### src/rtl/iir1_mux_filter.sv
// iir1_mux_filter: time-multiplexed first-order shift IIR bank.
// One shared datapath walks the channels of each accepted vector.
module iir1_mux_filter #(
   parameter int R    = 14,
   parameter int N_CH = 4,
   parameter int S    = 58
) (
   input  logic              clk,
   input  logic              rst,
   input  logic              in_valid,
   output logic              in_ready,
   input  logic [N_CH*R-1:0] in_data,
   input  logic [2*N_CH-1:0] mode,
   input  logic [6*N_CH-1:0] tau,
   input  logic [N_CH-1:0]   clr,
   output logic              out_valid,
   output logic [N_CH*R-1:0] out_data,
   output logic [N_CH-1:0]   sat_flag
);

   localparam int CW = (N_CH > 1) ? $clog2(N_CH) : 1;
   localparam int S1 = S + 1;
   localparam int S2 = S + 2;

   localparam logic [5:0]    TAU_MAX = 6'(S - R - 2);
   localparam logic [CW-1:0] CH_LAST = CW'(N_CH - 1);

   localparam logic signed [S-1:0] S_MAX = {1'b0, {(S-1){1'b1}}};
   localparam logic signed [S-1:0] S_MIN = {1'b1, {(S-1){1'b0}}};
   localparam logic signed [R-1:0] R_MAX = {1'b0, {(R-1){1'b1}}};
   localparam logic signed [R-1:0] R_MIN = {1'b1, {(R-1){1'b0}}};

   localparam logic [1:0] M_BYP  = 2'b00;
   localparam logic [1:0] M_LP   = 2'b01;
   localparam logic [1:0] M_HP   = 2'b10;
   localparam logic [1:0] M_HOLD = 2'b11;

   typedef enum logic [1:0] {
      IDLE,
      RUN,
      DONE
   } state_t;

   state_t               state;
   logic [CW-1:0]        ch;
   logic signed [R-1:0]  x_q [N_CH];
   logic [1:0]           m_q [N_CH];
   logic [5:0]           t_q [N_CH];
   logic signed [S-1:0]  acc [N_CH];
   logic signed [R-1:0]  y_q [N_CH];

   logic                 accept;

   logic signed [R-1:0]  x_c;
   logic signed [S-1:0]  a_c;
   logic [5:0]           t_c;
   logic [1:0]           m_c;
   logic signed [S-1:0]  a_sh;
   logic signed [S2-1:0] sum_w;
   logic signed [S-1:0]  lp_a;
   logic                 sat_s;
   logic signed [S-1:0]  lp;
   logic signed [S1-1:0] lp_w;
   logic signed [S1-1:0] hp_w;
   logic signed [S-1:0]  a_new;
   logic signed [R-1:0]  y_new;
   logic                 sat_any;

   function automatic logic over_r(input logic signed [S1-1:0] v);
      return (v > S1'(R_MAX)) || (v < S1'(R_MIN));
   endfunction

   function automatic logic signed [R-1:0] clamp_r(
      input logic signed [S1-1:0] v
   );
      logic signed [R-1:0] r;
      if (v > S1'(R_MAX))
         r = R_MAX;
      else if (v < S1'(R_MIN))
         r = R_MIN;
      else
         r = v[R-1:0];
      return r;
   endfunction

   assign accept = in_valid && in_ready;

   // Sequencer: accept a vector, step one channel per cycle, flag done.
   always_ff @(posedge clk) begin
      if (rst) begin
         state     <= IDLE;
         ch        <= '0;
         in_ready  <= 1'b1;
         out_valid <= 1'b0;
         for (int k = 0; k < N_CH; k++) begin
            x_q[k] <= '0;
            m_q[k] <= '0;
            t_q[k] <= '0;
         end
      end else begin
         out_valid <= 1'b0;
         unique case (state)
            IDLE, DONE: begin
               if (accept) begin
                  state    <= RUN;
                  in_ready <= 1'b0;
                  ch       <= '0;
               end else begin
                  state    <= IDLE;
               end
            end
            RUN: begin
               if (ch == CH_LAST) begin
                  state     <= DONE;
                  in_ready  <= 1'b1;
                  out_valid <= 1'b1;
               end else begin
                  ch <= ch + CW'(1);
               end
            end
            default: begin
               state    <= IDLE;
               in_ready <= 1'b1;
            end
         endcase
         if (accept) begin
            for (int k = 0; k < N_CH; k++) begin
               x_q[k] <= in_data[k*R +: R];
               m_q[k] <= mode[k*2 +: 2];
               t_q[k] <= (tau[k*6 +: 6] > TAU_MAX) ?
                         TAU_MAX : tau[k*6 +: 6];
            end
         end
      end
   end

   // Shared update for the channel selected by ch.
   always_comb begin
      x_c     = x_q[ch];
      a_c     = acc[ch];
      t_c     = t_q[ch];
      m_c     = m_q[ch];
      a_sh    = a_c >>> t_c;
      sum_w   = S2'(a_c) + S2'(x_c) - S2'(a_sh);
      sat_s   = 1'b0;
      lp_a    = sum_w[S-1:0];
      if (sum_w > S2'(S_MAX)) begin
         lp_a  = S_MAX;
         sat_s = 1'b1;
      end else if (sum_w < S2'(S_MIN)) begin
         lp_a  = S_MIN;
         sat_s = 1'b1;
      end
      lp      = lp_a >>> t_c;
      lp_w    = S1'(lp);
      hp_w    = S1'(x_c) - lp_w;
      a_new   = a_c;
      y_new   = y_q[ch];
      sat_any = 1'b0;
      unique case (m_c)
         M_BYP: begin
            a_new = S'(x_c) <<< t_c;
            y_new = x_c;
         end
         M_LP: begin
            a_new   = lp_a;
            y_new   = clamp_r(lp_w);
            sat_any = sat_s | over_r(lp_w);
         end
         M_HP: begin
            a_new   = lp_a;
            y_new   = clamp_r(hp_w);
            sat_any = sat_s | over_r(hp_w);
         end
         M_HOLD: begin
            a_new = a_c;
         end
         default: begin
            a_new = a_c;
         end
      endcase
   end

   // Per-channel state; a clear pulse beats a same-cycle update.
   always_ff @(posedge clk) begin
      if (rst) begin
         for (int k = 0; k < N_CH; k++) begin
            acc[k]      <= '0;
            y_q[k]      <= '0;
            sat_flag[k] <= 1'b0;
         end
      end else begin
         for (int k = 0; k < N_CH; k++) begin
            if (state == RUN && ch == CW'(k)) begin
               acc[k] <= a_new;
               y_q[k] <= y_new;
               if (sat_any)
                  sat_flag[k] <= 1'b1;
            end
            if (clr[k]) begin
               acc[k]      <= '0;
               sat_flag[k] <= 1'b0;
            end
         end
      end
   end

   for (genvar g = 0; g < N_CH; g++) begin : g_out
      assign out_data[g*R +: R] = y_q[g];
   end

endmodule
### config.mk
export PLATFORM = sky130hd
export DESIGN_NAME = iir1_mux_filter
export DESIGN_NICKNAME = d
export VERILOG_FILES = /design/src/rtl/iir1_mux_filter.sv
export SDC_FILE = /design/constraint.sdc
export NUM_CORES = 2
export LEC_CHECK = 0
export ABC_CLOCK_PERIOD_IN_PS = 16600
export BUFFER_PORTS_ARGS = -buffer_cell sky130_fd_sc_hd__buf_2
export CELL_PAD_IN_SITES_DETAIL_PLACEMENT = 1
export CELL_PAD_IN_SITES_GLOBAL_PLACEMENT = 1
export CORE_UTILIZATION = 49
export CTS_CLUSTER_DIAMETER = 100
export DETAILED_ROUTE_END_ITERATION = 7
export PLACE_DENSITY = 0.88
export SYNTH_ARGS = -nofsm -noshare
export SYNTH_HDL_FRONTEND = slang
export SYNTH_SLANG_ARGS = --single-unit
### constraint.sdc
create_clock -name clk -period 16.6 [get_ports clk]
set_input_delay 0.83 -clock clk [delete_from_list [all_inputs] [get_ports clk]]
set_output_delay 0.83 -clock clk [all_outputs]
set_load 0.05 [all_outputs]
Yosys cells after proc, flatten, opt, wreduce, memory -nomap -nowiden
Memories as Yosys holds them, arrays and structs flattened. A register that Yosys moved wholly into a read port is not among the register bits.
Index checks and enable logic that the tools add are counted.
- reduce and logical (&&, ||, !) cells: 24
- bitwise operators: 27
- add/sub/neg operators: 4
- multiplexer cells: 88
- eq/ne operators: 11
- shift operators: 3
- magnitude comparators: 10
- operators by type and width (cell ; number):
    58-bit 2-to-1 mux ; 10
    58-bit case mux with 3 select lines ; 1
    14-bit 2-to-1 mux ; 12
    58-bit by 6-bit >>> shifter with 58-bit output ; 2
    60-bit by 58-bit > comparator with 1-bit output (second input constant) ; 1
    60-bit by 58-bit < comparator with 1-bit output (second input constant) ; 1
    59-bit by 58-bit subtractor with 60-bit output ; 1
    58-bit by 14-bit adder with 59-bit output ; 1
    59-bit by 14-bit > comparator with 1-bit output (second input constant) ; 1
    59-bit by 14-bit < comparator with 1-bit output (second input constant) ; 1
    14-bit by 58-bit subtractor with 59-bit output ; 1
    58-bit by 14-bit > comparator with 1-bit output (second input constant) ; 1
    58-bit by 14-bit < comparator with 1-bit output (second input constant) ; 1
    14-bit by 6-bit <<< shifter with 58-bit output ; 1
    6-bit 2-to-1 mux ; 8
    14-bit case mux with 3 select lines ; 1
    1-bit 2-to-1 mux ; 35
    2-bit 2-to-1 mux ; 17
    1-bit OR ; 26
    6-bit > comparator (second input constant) ; 4
    2-bit OR reduction ; 7
    2-bit equality test (second input constant) ; 5
    2-bit AND reduction ; 5
    2-bit case mux with 2 select lines ; 2
    11 further kinds ; 22
- RAM bits: 376
- memories: 5
- register bits: 10
- output and inout bits: 62
- bits of input ports: 95
- logic and storage cells: 180
- memory list (memory ; depth ; width ; read ports ; clocked after Yosys merged registers in ; write ports ; line ; text):
    acc ; 4 ; 58 ; 1 ; 1 ; 4 ; 49 ; logic signed [S-1:0] acc [N_CH];
    x_q ; 4 ; 14 ; 1 ; 1 ; 4 ; 46 ; logic signed [R-1:0] x_q [N_CH];
    y_q ; 4 ; 14 ; 5 ; 1 ; 4 ; 50 ; logic signed [R-1:0] y_q [N_CH];
    t_q ; 4 ; 6 ; 1 ; 1 ; 4 ; 48 ; logic [5:0] t_q [N_CH];
    m_q ; 4 ; 2 ; 1 ; 1 ; 4 ; 47 ; logic [1:0] m_q [N_CH];

Depth between registers and ports, before layout
- word-level depth: 12
- mapped depth: 66
- gate-level depth less buffers: 53

Worst setup path after synthesis
No wires, ideal clock.
- path type: reg-to-reg
- start point: register with a tool-made name
- end point: memory y_q[0][11], data pin
- required time: 16.334 ns
- clock period less this slack: 14.036 ns
- path buffers: 9
- path slack: 2.564 ns
- data arrival time: 13.771 ns
- setup time: 0.266 ns
- stages on the path, launching flop included: 51
- path through: dfxtp_1 > buf_2 > buf_2 > mux2_2 > o21ai_1 > clkbuf_1 > clkbuf_1 > fa_1 > inv_1 > ha_1 > buf_2 > a21oi_1 > o21a_1 > o221ai_2 > a221oi_2 > a21oi_1 > a311oi_4 > inv_2 > (+15 left out) > nor2_1 > o21ai_0 > nand2b_1 > a21oi_1 > a21boi_0 > nor4b_2 > or2_2 > a221o_1 > a211o_1 > a21oi_2 > or3_1 > a221o_1 > or4b_1 > nor4_2 > o21bai_1 > buf_6 > a311oi_2 > nor2_1
- RTL lines (what ; line):
    end, declared ; 50

==> results_dict.tcl <==
set metrics [dict create \
    start_util 0.4949 \
    wl_per_cell_um 34.45 \
    drv_cap 0 \
    ys_warn_count 0 \
    grt_pass1_vias 42640 \
    post_dp_cell_area_um2 41400 \
    fp.coreArea_um2 80550 \
    cts.htree.levels 2 \
    whs_path_depth 2 \
    numClockSinks 388 \
    fmax_ghz 0.06053 \
    antenna_found_initial 26 \
    drc 71 \
    slowest_delay_ns 0.87 \
    grt-ovfl-total 0 \
    slew_viol_final 0 \
    grt_max_degree 95 \
    nNetsFinal 5184 \
    yosys.area_share.adder 0.06817 \
    crit_required_ns 16.87 \
    slowest_stage "mux2i_1" \
    yosysSeqAreaShare 0.2892 \
    synth.area.mux_share 0.09482 \
    die_h_um 287.2 \
    place_hpwl_um 148300 \
    finClkSkew_ns 0.05157 \
    layoutNonFillerInstCount 6017 \
    ys_top_cells_by_area "edfxtp_1 (28%), nor2_1 (6.8%), a21oi_1 (6.2%), mux4_2 (5.9%), nand2_1 (5.8%)" \
    clock_path_buffers 3 \
    fin_area_um2 42640 \
    grt_use_met3 0.1553 \
    worstSetupPathType "flip-flop to flip-flop" \
    vias 45040 \
    avgSynthCellArea_um2 7.980 \
    ir_drop_uv 94.69 \
    dr.pass1.iters 8 \
    ff2ff_setup_slack_ns 0.08 \
    ys_ff_latch 388 \
    cts_root_buffer "clkbuf_16" \
    ctsHoldBuffers 0 \
    hold_viol 0 \
    cts_made_buffers 35 \
    yosysTopAreaCellShare 0.2832 \
    synth_area_um2 39870 \
    synth-xor-area-share 0.01736 \
    use_met2 0.7018 \
    synth_ff_type "edfxtp_1" \
    use_met1 0.6264 \
    wirelength_um 207300 \
    clkTransAtPathRegs_ns 0.08 \
    setup.worst_path.end_class "flip-flop" \
    synth_compound_area_frac 0.2530 \
    synthSimpleGateAreaFrac 0.2202 \
    setup_violations 0 \
    synth_cell_types 106 \
    drive_gt1_frac 0.1088 \
    grt_pass1_wl_um 294500 \
    start_kind "flip-flop" \
    yosys.area.top_type "edfxtp_1" \
    r2r-end "y_q[2][9]$_SDFFCE_PN0P_" \
    whs_ns 0.4843 \
    leakage_nw 16.60 \
    die_area_um2 82500 \
    clock_latency_ns 0.59 \
    cts_tree "yes" \
    synth_nets 5271 \
    io_pins 157 \
    min_to "sat_flag[2]$_SDFFE_PP0P_" \
    min_period_over_period 0.9951 \
    synthArstFlopShare 0 \
    numPortBuffers 156 \
    drt_iter0_drc 8009 \
    synth_cells 4996 \
    crit_arrival_ns 16.79 \
    std_cell_rows 104 \
    violations "design-rule violations" \
    cp_max_fo 44 \
    grt_use_total 0.4797 \
    synth_edf_count 376 \
    rr_worst_depth 51 \
    grt_busiest_layer "met2" \
    gp_congestion 1.061 \
    slew-limit-headroom 0.06426 \
    dpl.cell_count 5925 \
    p_per_area_nw_per_um2 225.5 \
    antenna_left 0 \
    synth_top_family_by_area "compound AO/OA/AOI/OAI gates" \
    fin_crit_ns 16.52 \
    hold_path_class "input port to flip-flop" \
    die_w_um 287.2 \
    worst_pin_slew_ns 1.404 \
    routed_via_density 7.486 \
    status "complete, but fails checks" \
    worstHoldStart "clr[2]" \
    areaGrowthSynthToFinish_pct 6.958 \
]
[cells in the mapped netlist, types with 20 or more instances]
cell,instances
a211o_1,25
a211oi_1,83
a21o_1,67
a21oi_1,497
a221o_1,24
a221oi_1,20
a22oi_1,42
a31oi_1,52
and2_1,105
and3_1,40
buf_1,77
buf_2,41
clkbuf_1,250
edfxtp_1,376
fa_1,58
ha_1,122
inv_1,215
mux2i_1,120
mux4_2,105
nand2_1,620
nand2b_1,40
nand3_1,87
nand4_1,86
nor2_1,718
nor3_1,73
nor4_1,26
o211ai_1,66
o21a_1,29
o21ai_0,356
o21ai_1,33
o21bai_1,23
o31ai_1,24
or2_2,24
or3_1,28
xnor2_1,55
xor2_1,24
[state kept, by name, summed over array words and instances, names as in the netlist, named ones only]
register,flops
in_ready,1
acc,232
x_q,56
y_q,56
m_q,8
ch,2
sat_flag,4
t_q,24
out_valid,1
state,2
[cells in the final DEF, fill, tap and decap left out, types with 40 or more instances in the layout]
cell type,netlist,routed
nor2_1,718,716
nand2_1,620,618
a21oi_1,497,497
edfxtp_1,376,376
o21ai_0,356,354
inv_1,215,214
buf_2,41,156
ha_1,122,120
mux2i_1,120,115
mux4_2,105,105
and2_1,105,105
nand3_1,87,87
nand4_1,86,86
buf_4,3,83
a211oi_1,83,82
nor3_1,73,73
a21o_1,67,67
o211ai_1,66,66
fa_1,58,58
xnor2_1,55,55
a31oi_1,52,51
a22oi_1,42,42
and3_1,40,40
[worst max-delay path by stage]
stage	to	slack [ns]
final	y_q[2][9]$_SDFFCE_PN0P_	0.08
after global routing	y_q[2][9]$_SDFFCE_PN0P_	-0.42
after detailed placement	y_q[0][0]$_SDFFCE_PN0P_	0.95
after floorplan	y_q[0][11]$_SDFFCE_PN0P_	2.56
after CTS	y_q[3][0]$_SDFFCE_PN0P_	0.71
after global placement	y_q[3][0]$_SDFFCE_PN0P_	1.09
[layout make-up]
| class | count | area (µm²) |
|---|---|---|
| diodes | 21 | 52.55 |
| clock buffers | 36 | 879.6 |
| clock inverters | 28 | 202.7 |
| fillers | 9672 | 37910 |
| inverters | 217 | 814.5 |
| multi-input cells | 4021 | 26290 |
| flip-flops and latches | 388 | 11540 |
| well taps | 1060 | 1326 |
| repair buffers | 246 | 1531 |
[power by group]
| part | switching, mW | internal, mW | total [mW] |
|---|---|---|---|
| combinational | 5.42 | 2.18 | 7.61 |
| sequential | 0.0387 | 1.14 | 1.17 |
| clock | 0.424 | 0.410 | 0.835 |
| total | 5.89 | 3.73 | 9.62 |
[per-layer routing]
layer | up-vias | share of wire
met2 | 3974 | 0.42
met4 | 16 | 0.071
met5 | - | 0.0013
met1 | 21760 | 0.37
met3 | 1040 | 0.14
li1 | 18250 | -
[per-stage QoR]
step	total power [mW]	utilization	setup TNS, ns	setup WS, ns
after floorplan	5.704	-	0	2.564
after detailed placement	8.217	0.5140	0	0.9512
after global placement	8.133	0.5140	0	1.095
after global routing	9.854	0.5293	-10.72	-0.4169
after CTS	9.084	0.5274	0	0.7103
final	9.617	0.5294	0	0.08054
[repair_timing]
item                       in CTS  in global routing
resized for setup               0                  5
setup endpoints to repair       0                 52
setup buffers                   0                  4
hold endpoints to repair        0                  0
[logic make-up (layout without fill, tap and decap cells)]
| group | after synthesis | after routing |
|---|---|---|
| buf+inv | 589 | 527 |
| flops | 388 | 388 |
| compound gates | 1573 | 1574 |
| mux | 244 | 244 |
| other cells | 0 | 21 |
| xor+xnor | 79 | 79 |
| simple gates | 1940 | 1941 |
| fa+ha+maj | 183 | 183 |
[critical path, delay by kind of cell (launching register included)]
| family | cells | cell delay (ns) |
|---|---|---|
| flip-flops | 1 | 0.60 |
| AO/OA/AOI/OAI | 27 | 7.62 |
| buffers and inverters | 2 | 0.43 |
| XOR/XNOR | 1 | 0.22 |
| adder cells (fa/ha/maj) | 3 | 1.49 |
| multiplexers | 4 | 2.28 |
| AND/OR/NAND/NOR | 14 | 3.42 |
(Power assumes the default switching activity.)
